$ cat src/rtl/updowncount_pkg.sv
// Shared constants and elaboration helpers for the updowncount_mod counter.
// The optional enable prescaler is selected by UPDOWNCOUNT_PRESCALE_EN.
package updowncount_pkg;

    // Direction encoding for up_down
    localparam logic DIR_DOWN  = 1'b0;
    localparam logic DIR_UP    = 1'b1;

    // Boundary behaviour encoding for sat_mode
    localparam logic MODE_WRAP = 1'b0;
    localparam logic MODE_SAT  = 1'b1;

    // True when the terminal value fits the counter width: 1 <= max_val <= 2**width-1.
    // Widths above 31 are rejected because MAX_VAL is carried as an int.
    function automatic bit max_val_legal(input int width, input longint max_val);
        longint limit;
        if ((width < 2) || (width > 31)) begin
            return 1'b0;
        end else begin
            limit = (longint'(1) << width) - longint'(1);
            return (max_val >= longint'(1)) && (max_val <= limit);
        end
    endfunction

endpackage : updowncount_pkg

$ cat src/rtl/updowncount_prescaler.sv
// Enable divider: issues one step for every PRESCALE cycles with en high.
// Only instantiated when UPDOWNCOUNT_PRESCALE_EN is defined.
module updowncount_prescaler
    import updowncount_pkg::*;
#(
    parameter int PRESCALE = 4
) (
    input  logic clk,
    input  logic reset,
    input  logic en,
    input  logic sync_clr,
    output logic step_out
);

    localparam int          CW     = $clog2(PRESCALE);
    localparam logic [CW-1:0] LAST_C = CW'(PRESCALE - 1);
    localparam logic [CW-1:0] ONE_C  = CW'(1);

    logic [CW-1:0] phase_r;

    // Phase counter: advances only while en is high, holds otherwise, wraps on the issued step
    always_ff @(posedge clk or negedge reset) begin
        if (!reset) begin
            phase_r <= {CW{1'b0}};
        end else if (sync_clr) begin
            phase_r <= {CW{1'b0}};
        end else if (en) begin
            if (phase_r == LAST_C) begin
                phase_r <= {CW{1'b0}};
            end else begin
                phase_r <= phase_r + ONE_C;
            end
        end else begin
            phase_r <= phase_r;
        end
    end

    // The step coincides with the enabled cycle that completes the period, so no extra latency
    assign step_out = en && (phase_r == LAST_C);

endmodule : updowncount_prescaler

$ cat src/rtl/updowncount_mod.sv
// Parametrised modulo-N up/down counter with wrap/saturate modes, a registered
// terminal-count pulse and sticky overflow/underflow flags.
// Optional feature macro: UPDOWNCOUNT_PRESCALE_EN (divides en by PRESCALE).
module updowncount_mod
    import updowncount_pkg::*;
#(
    parameter int WIDTH    = 4,
    parameter int MAX_VAL  = (1 << WIDTH) - 1,
    parameter int PRESCALE = 4
) (
    input  logic             clk,
    input  logic             reset,
    input  logic             en,
    input  logic             up_down,
    input  logic             sat_mode,
    input  logic             clear,
    input  logic             load,
    input  logic [WIDTH-1:0] load_val,
    output logic [WIDTH-1:0] count,
    output logic             at_max,
    output logic             at_min,
    output logic             tc,
    output logic             ovf,
    output logic             unf
);

    // Reject illegal configurations while elaborating
    generate
        if (!max_val_legal(WIDTH, longint'(MAX_VAL))) begin : g_bad_max
            $fatal(1, "updowncount_mod: MAX_VAL=%0d illegal for WIDTH=%0d", MAX_VAL, WIDTH);
        end
        if (PRESCALE < 2) begin : g_bad_prescale
            $fatal(1, "updowncount_mod: PRESCALE=%0d must be >= 2", PRESCALE);
        end
    endgenerate

    localparam logic [WIDTH-1:0] MAX_C  = WIDTH'(MAX_VAL);
    localparam logic [WIDTH-1:0] ZERO_C = {WIDTH{1'b0}};
    localparam logic [WIDTH-1:0] ONE_C  = WIDTH'(1);

    logic [WIDTH-1:0] count_r;
    logic             tc_r;
    logic             ovf_r;
    logic             unf_r;
    logic             step_s;

`ifdef UPDOWNCOUNT_PRESCALE_EN
    logic sync_clr_s;

    // clear and load both restart the prescaler phase
    assign sync_clr_s = clear | load;

    updowncount_prescaler #(
        .PRESCALE (PRESCALE)
    ) u_prescaler (
        .clk      (clk),
        .reset    (reset),
        .en       (en),
        .sync_clr (sync_clr_s),
        .step_out (step_s)
    );
`else
    assign step_s = en;
`endif

    // Counter state: clear beats load beats step; boundaries never compute past MAX_VAL or below 0
    always_ff @(posedge clk or negedge reset) begin
        if (!reset) begin
            count_r <= ZERO_C;
            tc_r    <= 1'b0;
            ovf_r   <= 1'b0;
            unf_r   <= 1'b0;
        end else if (clear) begin
            count_r <= ZERO_C;
            tc_r    <= 1'b0;
            ovf_r   <= 1'b0;
            unf_r   <= 1'b0;
        end else if (load) begin
            count_r <= (load_val > MAX_C) ? MAX_C : load_val;
            tc_r    <= 1'b0;
        end else if (step_s) begin
            if (up_down == DIR_UP) begin
                if (count_r == MAX_C) begin
                    count_r <= (sat_mode == MODE_SAT) ? MAX_C : ZERO_C;
                    tc_r    <= 1'b1;
                    ovf_r   <= 1'b1;
                end else begin
                    count_r <= count_r + ONE_C;
                    tc_r    <= 1'b0;
                end
            end else begin
                if (count_r == ZERO_C) begin
                    count_r <= (sat_mode == MODE_SAT) ? ZERO_C : MAX_C;
                    tc_r    <= 1'b1;
                    unf_r   <= 1'b1;
                end else begin
                    count_r <= count_r - ONE_C;
                    tc_r    <= 1'b0;
                end
            end
        end else begin
            tc_r <= 1'b0;
        end
    end

    assign count  = count_r;
    assign tc     = tc_r;
    assign ovf    = ovf_r;
    assign unf    = unf_r;
    assign at_max = (count_r == MAX_C);
    assign at_min = (count_r == ZERO_C);

endmodule : updowncount_mod
$ cat config.mk
export PLATFORM = sky130hd
export DESIGN_NAME = updowncount_mod
export DESIGN_NICKNAME = d
export VERILOG_FILES = /design/src/rtl/updowncount_pkg.sv /design/src/rtl/updowncount_prescaler.sv /design/src/rtl/updowncount_mod.sv
export SDC_FILE = /design/constraint.sdc
export NUM_CORES = 1
export LEC_CHECK = 0
export BUFFER_PORTS_ARGS = -buffer_cell sky130_fd_sc_hd__buf_2
export CAP_MARGIN = 20
export CORE_MARGIN = 2
export CORE_UTILIZATION = 35
export CTS_BUF_LIST = sky130_fd_sc_hd__clkbuf_8
export DETAILED_ROUTE_END_ITERATION = 12
export SLEW_MARGIN = 25
export SYNTH_ARGS = -nofsm -noshare
export SYNTH_HDL_FRONTEND = slang
export SYNTH_SLANG_ARGS = --single-unit
$ cat constraint.sdc
create_clock -name clk -period 2.3 [get_ports clk]
set_clock_uncertainty 0.1 [all_clocks]
set_input_delay 0.46 -clock clk [delete_from_list [all_inputs] [get_ports clk]]
set_output_delay 0.46 -clock clk [all_outputs]
set_load 0.02 [all_outputs]
* Yosys cells after proc, flatten, opt, wreduce, memory -nomap -nowiden
Index checks and enable logic that the tools add are counted.
** Storage, ports and cells
- Register bits after elaboration :: 7
- Bits of input ports :: 11
- Output and inout port bits :: 9
- Logic and storage cells :: 43
** Operators by class
- Add/subtract/negate cells :: 2
- Order comparisons :: 1
- Equal/unequal tests :: 3
- Muxes and demuxes :: 25
- Reduce and logical (&&, ||, !) cells :: 8
** Operators by type and width (number)
- 4-bit two-way mux :: 9
- 1-bit two-way mux :: 16
- 4-bit AND reduction :: 2
- 2-bit nonzero test :: 4
- 4-bit by 1-bit adder with 4-bit output, second input constant :: 1
- 4-bit equality test, second input constant :: 1
- 4-bit greater-than comparator, second input constant :: 1
- 4-bit logical NOT :: 1
- 4-bit by 1-bit subtractor with 4-bit output, second input constant :: 1
- 3-bit nonzero test :: 1
- 2-bit by 1-bit != test with 1-bit output, second input constant :: 1
- 2-bit != test, second input constant :: 1

* Logic depth before layout (Yosys ltp)
- Word-level depth :: 6
- Depth in mapped cells :: 6
- Depth with buffers taken out :: 6

* Least setup slack after synthesis
Ideal clock, no wire load.
- Path kind :: register to register
- From :: reg count_r[0], in the netlist count[0]
- To :: reg count_r[1], in the netlist count[1]
- Setup time :: 0.083 ns
- Arrival :: 1.982 ns
- Data required time :: 2.117 ns
- Slack :: 0.135 ns
- Cell stages (with the launch flop) :: 7
- Path buffers :: 0
- Period minus slack after synthesis :: 2.165 ns
- Cell sequence :: dfrtp_1 inv_1 ha_1 nor3b_1 mux2i_1 mux2i_1 o21ai_0
** Between the ends
- Longest elaborated chain between the ends :: 6
- Elaborated cells between the ends (all ways) :: 10
- Those cells by class :: add/sub: 2; eq/ne: 1; mux: 6; reduce/logical: 1
** Ends and longest elaborated chain
- from (decl) :: line updowncount_mod.sv:41 : logic [WIDTH-1:0] count_r;
- from (signal assigned) :: line updowncount_mod.sv:79 : count_r <= (load_val > MAX_C) ? MAX_C : load_val;
- from (signal assigned) :: line updowncount_mod.sv:84 : count_r <= (sat_mode == MODE_SAT) ? MAX_C : ZERO_C;
- from (signal assigned) :: line updowncount_mod.sv:88 : count_r <= count_r + ONE_C;
- 4-bit logical NOT
- named net at_min :: line updowncount_mod.sv:21 : output logic at_min,
- 4-bit two-way mux :: line updowncount_mod.sv:92 : if (count_r == ZERO_C) begin
- 4-bit two-way mux :: line updowncount_mod.sv:82 : if (up_down == DIR_UP) begin
- 4-bit two-way mux :: line updowncount_mod.sv:81 : end else if (step_s) begin
- 4-bit two-way mux :: line updowncount_mod.sv:78 : end else if (load) begin
- 4-bit two-way mux :: line updowncount_mod.sv:73 : end else if (clear) begin
The timed path passes the listed nets, and every way through them passes these cells. The select of a mux whose other input is x is not followed.
A chain may end at the register's enable or synchronous reset.

* Worst setup path in the final report
- From :: reg count_r[0], in the netlist count[0]
- To :: out at_min
** Between the ends
- Longest elaborated chain between the ends :: 1
** Ends and longest elaborated chain
- 4-bit logical NOT :: line updowncount_mod.sv:111 : assign at_min = (count_r == ZERO_C);
- to (decl) :: line updowncount_mod.sv:21
No other way between the ends.

==> results.sh <==
export IMPL_syn_avg_cell_area_sq_um=8.17
export IMPL_wl_per_cell_microns=13.6
export IMPL_cellLeakagePower_nw=0.356
export IMPL_r2r_start="count[0]"
export IMPL_first_pass_iters=2
export IMPL_dieHeight_microns=43.8
export IMPL_max_vdd_ir_drop_mv=0.434
export IMPL_nets=104
export IMPL_setup_tns_ns=0
export IMPL_place_area_sq_um=666
export IMPL_synth_ff_type="dfrtp_1"
export IMPL_cts_tree="done"
export IMPL_numCtsBuffers=3
export IMPL_antenna_found_initial=0
export IMPL_relSlewSlack=0.760
export IMPL_core_area_sq_mm=0.00149
export IMPL_ys_seq_elements=7
export IMPL_fin_crit_sh=0.902
export IMPL_vias=579
export IMPL_worst_slew_pin_slew_ns=0.351
export IMPL_wl_microns=1440
export IMPL_hold_viol=0
export IMPL_syn_num_nets=81
export IMPL_die_area_sq_mm=0.00192
export IMPL_grt_pass1_vias=552
export IMPL_criticalPathCategory="flip-flop to output pin"
export IMPL_cts_sinks=7
export IMPL_crit_arrival_ns=1.51
export IMPL_gr_total_overflow=0
export IMPL_design_area_sq_um=721
export IMPL_hold_start="load_val[0]"
export IMPL_gp_congestion=0.841
export IMPL_r2r_cells=6
export IMPL_syn_area_sq_um=556
export IMPL_p_per_area_mw_per_mm2=595
export IMPL_reg2reg_to="count[0]"
export IMPL_rsz0062_at_grt="no"
export IMPL_worst_setup_path_start_kind="flip-flop"
export IMPL_fmax_ghz=0.482
export IMPL_track_usage=0.173
export IMPL_dp_hpwl_microns=1070
export IMPL_h_tree_depth=1
export IMPL_crit_path_max_fanout=9
export IMPL_layout_drive_gt1_share=0.300
export IMPL_hold_path_depth=2
export IMPL_synth_edf_count=0
export IMPL_cts_resized_gates=0
export IMPL_synthArstFlopShare=1.00
export IMPL_hold_path_class="input pin to flip-flop"
export IMPL_clkLatencyLatePin_ns=0.23
export IMPL_setup_violations=0
export IMPL_antenna_left=0
export IMPL_drv_cap=0
export IMPL_hold_end="count[0]"
export IMPL_period_needed_ns=2.07
export IMPL_start_util=0.373
export IMPL_outcome="completed"
export IMPL_route_detailed_drc=0
export IMPL_clk_pin_slew_ns=0.04
export IMPL_yosysSeqAreaShare=0.315
export IMPL_finalMaxSlewViolations=0
export IMPL_num_rows=14
export IMPL_ioPinCount=20
export IMPL_critPathLaunch="count[0]"
export IMPL_diodes=0
export IMPL_areaGrowthSynthToFinish_pct=29.7
export IMPL_synth_cell_types=30
export IMPL_cts_root_to_sink_buffers=2
export IMPL_root_buffer="clkbuf_8"
export IMPL_via_per_inst=5.46
export IMPL_drtIter0Drc=7
export IMPL_grt_max_degree=15
export IMPL_grt_pass1_wl_microns=2440
export IMPL_fp_dieW_microns=43.8
export IMPL_critPathRequiredTime_ns=1.74
export IMPL_synthCells=68
export IMPL_endpoint_kind="output pin"
export IMPL_r2r_setup_slack_ns=0.23
export IMPL_ys_warn_count=0
export IMPL_portBuffers=19
## state kept, by name (all words and copies together), names as in the netlist
register,cells
tc,1
ovf,1
unf,1
count,4
## per-layer routing
| layer | GRT usage | routed length, microns | up-vias |
|---|---|---|---|
| li1 | - | - | 294 |
| met4 | 0.0242 | 0 | 0 |
| met2 | 0.268 | 685 | 13 |
| met5 | 0 | 0 | - |
| met1 | 0.227 | 661 | 272 |
| met3 | 0.0792 | 94 | 0 |
## stage by stage
step	util	std cells	setup WS (ns)	total power (W)	hold slack, ns
after floorplan	-	68	0.135	0.000218	0.0644
after global placement	0.447	101	0.304	0.000259	0.208
after detailed placement	0.447	101	0.268	0.000259	0.208
after CTS	0.484	106	0.232	0.000435	0.332
after global routing	0.484	106	0.0995	0.000458	0.338
final	0.484	106	0.225	0.000429	0.333
## cells by family (layout without fill, tap and decap cells)
logic type	Yosys count	after routing	synth area share
buffers and inverters	8	30	0.0630
muxes	3	3	0.0563
DFF	7	7	0.315
and+or+nand+nor	22	22	0.218
adders and majority gates	2	2	0.0450
AOI/OAI and AO/OA	26	26	0.302
## worst max-delay path, stage by stage, from the launching register on
cell and delay (ns):
dfrtp_1 0.45, inv_1 0.11, ha_1 0.25, nor3b_1 0.26, buf_2 0.21
## cell usage after synthesis, types with 2 or more instances
library cell / count / share of area
a21oi_1: 7 / 0.063
a31oi_1: 2 / 0.023
buf_2: 3 / 0.027
dfrtp_1: 7 / 0.32
ha_1: 2 / 0.045
inv_1: 4 / 0.027
mux2i_1: 2 / 0.036
nand2_1: 3 / 0.020
nand3_1: 3 / 0.027
nor2_1: 6 / 0.041
nor2b_1: 3 / 0.034
nor3_1: 2 / 0.018
o21ai_0: 7 / 0.063
## power by group
group          leakage (nW)  internal, W  total [W]  switching (W)
combinational         0.236    0.0000524   0.000116      0.0000636
clock                0.0269     0.000115   0.000170      0.0000544
sequential           0.0936     0.000131   0.000143      0.0000127
## repair_timing
action | in CTS | in global routing
hold buffers | 1 | 0
endpoints found under the hold margin | 7 | 0
endpoints found under the setup margin | 0 | 0
buffers inserted | 0 | 0
## cell usage in the layout, fill, tap and decap left out, drive strengths merged, types with 2 or more instances in the layout
master / count
mux2i: 2
dfrtp: 7
clkbuf: 3
nor2b: 3
nor2: 6
inv: 5
nor3: 2
a31oi: 2
buf: 21
a21oi: 7
ha: 2
o21ai: 7
nand2: 3
nand3: 3
## how the worst max path moves through the flow
stage	end	slack [ns]	depth (start not counted)
detailed placement	count[0]	0.27	6
global route	at_min	0.1	4
floorplan	count[1]	0.14	6
CTS	at_min	0.23	4
global placement	count[0]	0.30	6
finish	at_min	0.23	4
## cell type report
cell class,count,area (sq um)
Clock buffer,3,41.3
Clock inverter,1,3.75
Fill cell,155,768
Inverter,4,15.0
Multi-Input combinational cell,53,345
Sequential cell,7,175
Tap cell,16,20.0
Timing Repair Buffer,22,120
Power figures use the tool's default switching activity.
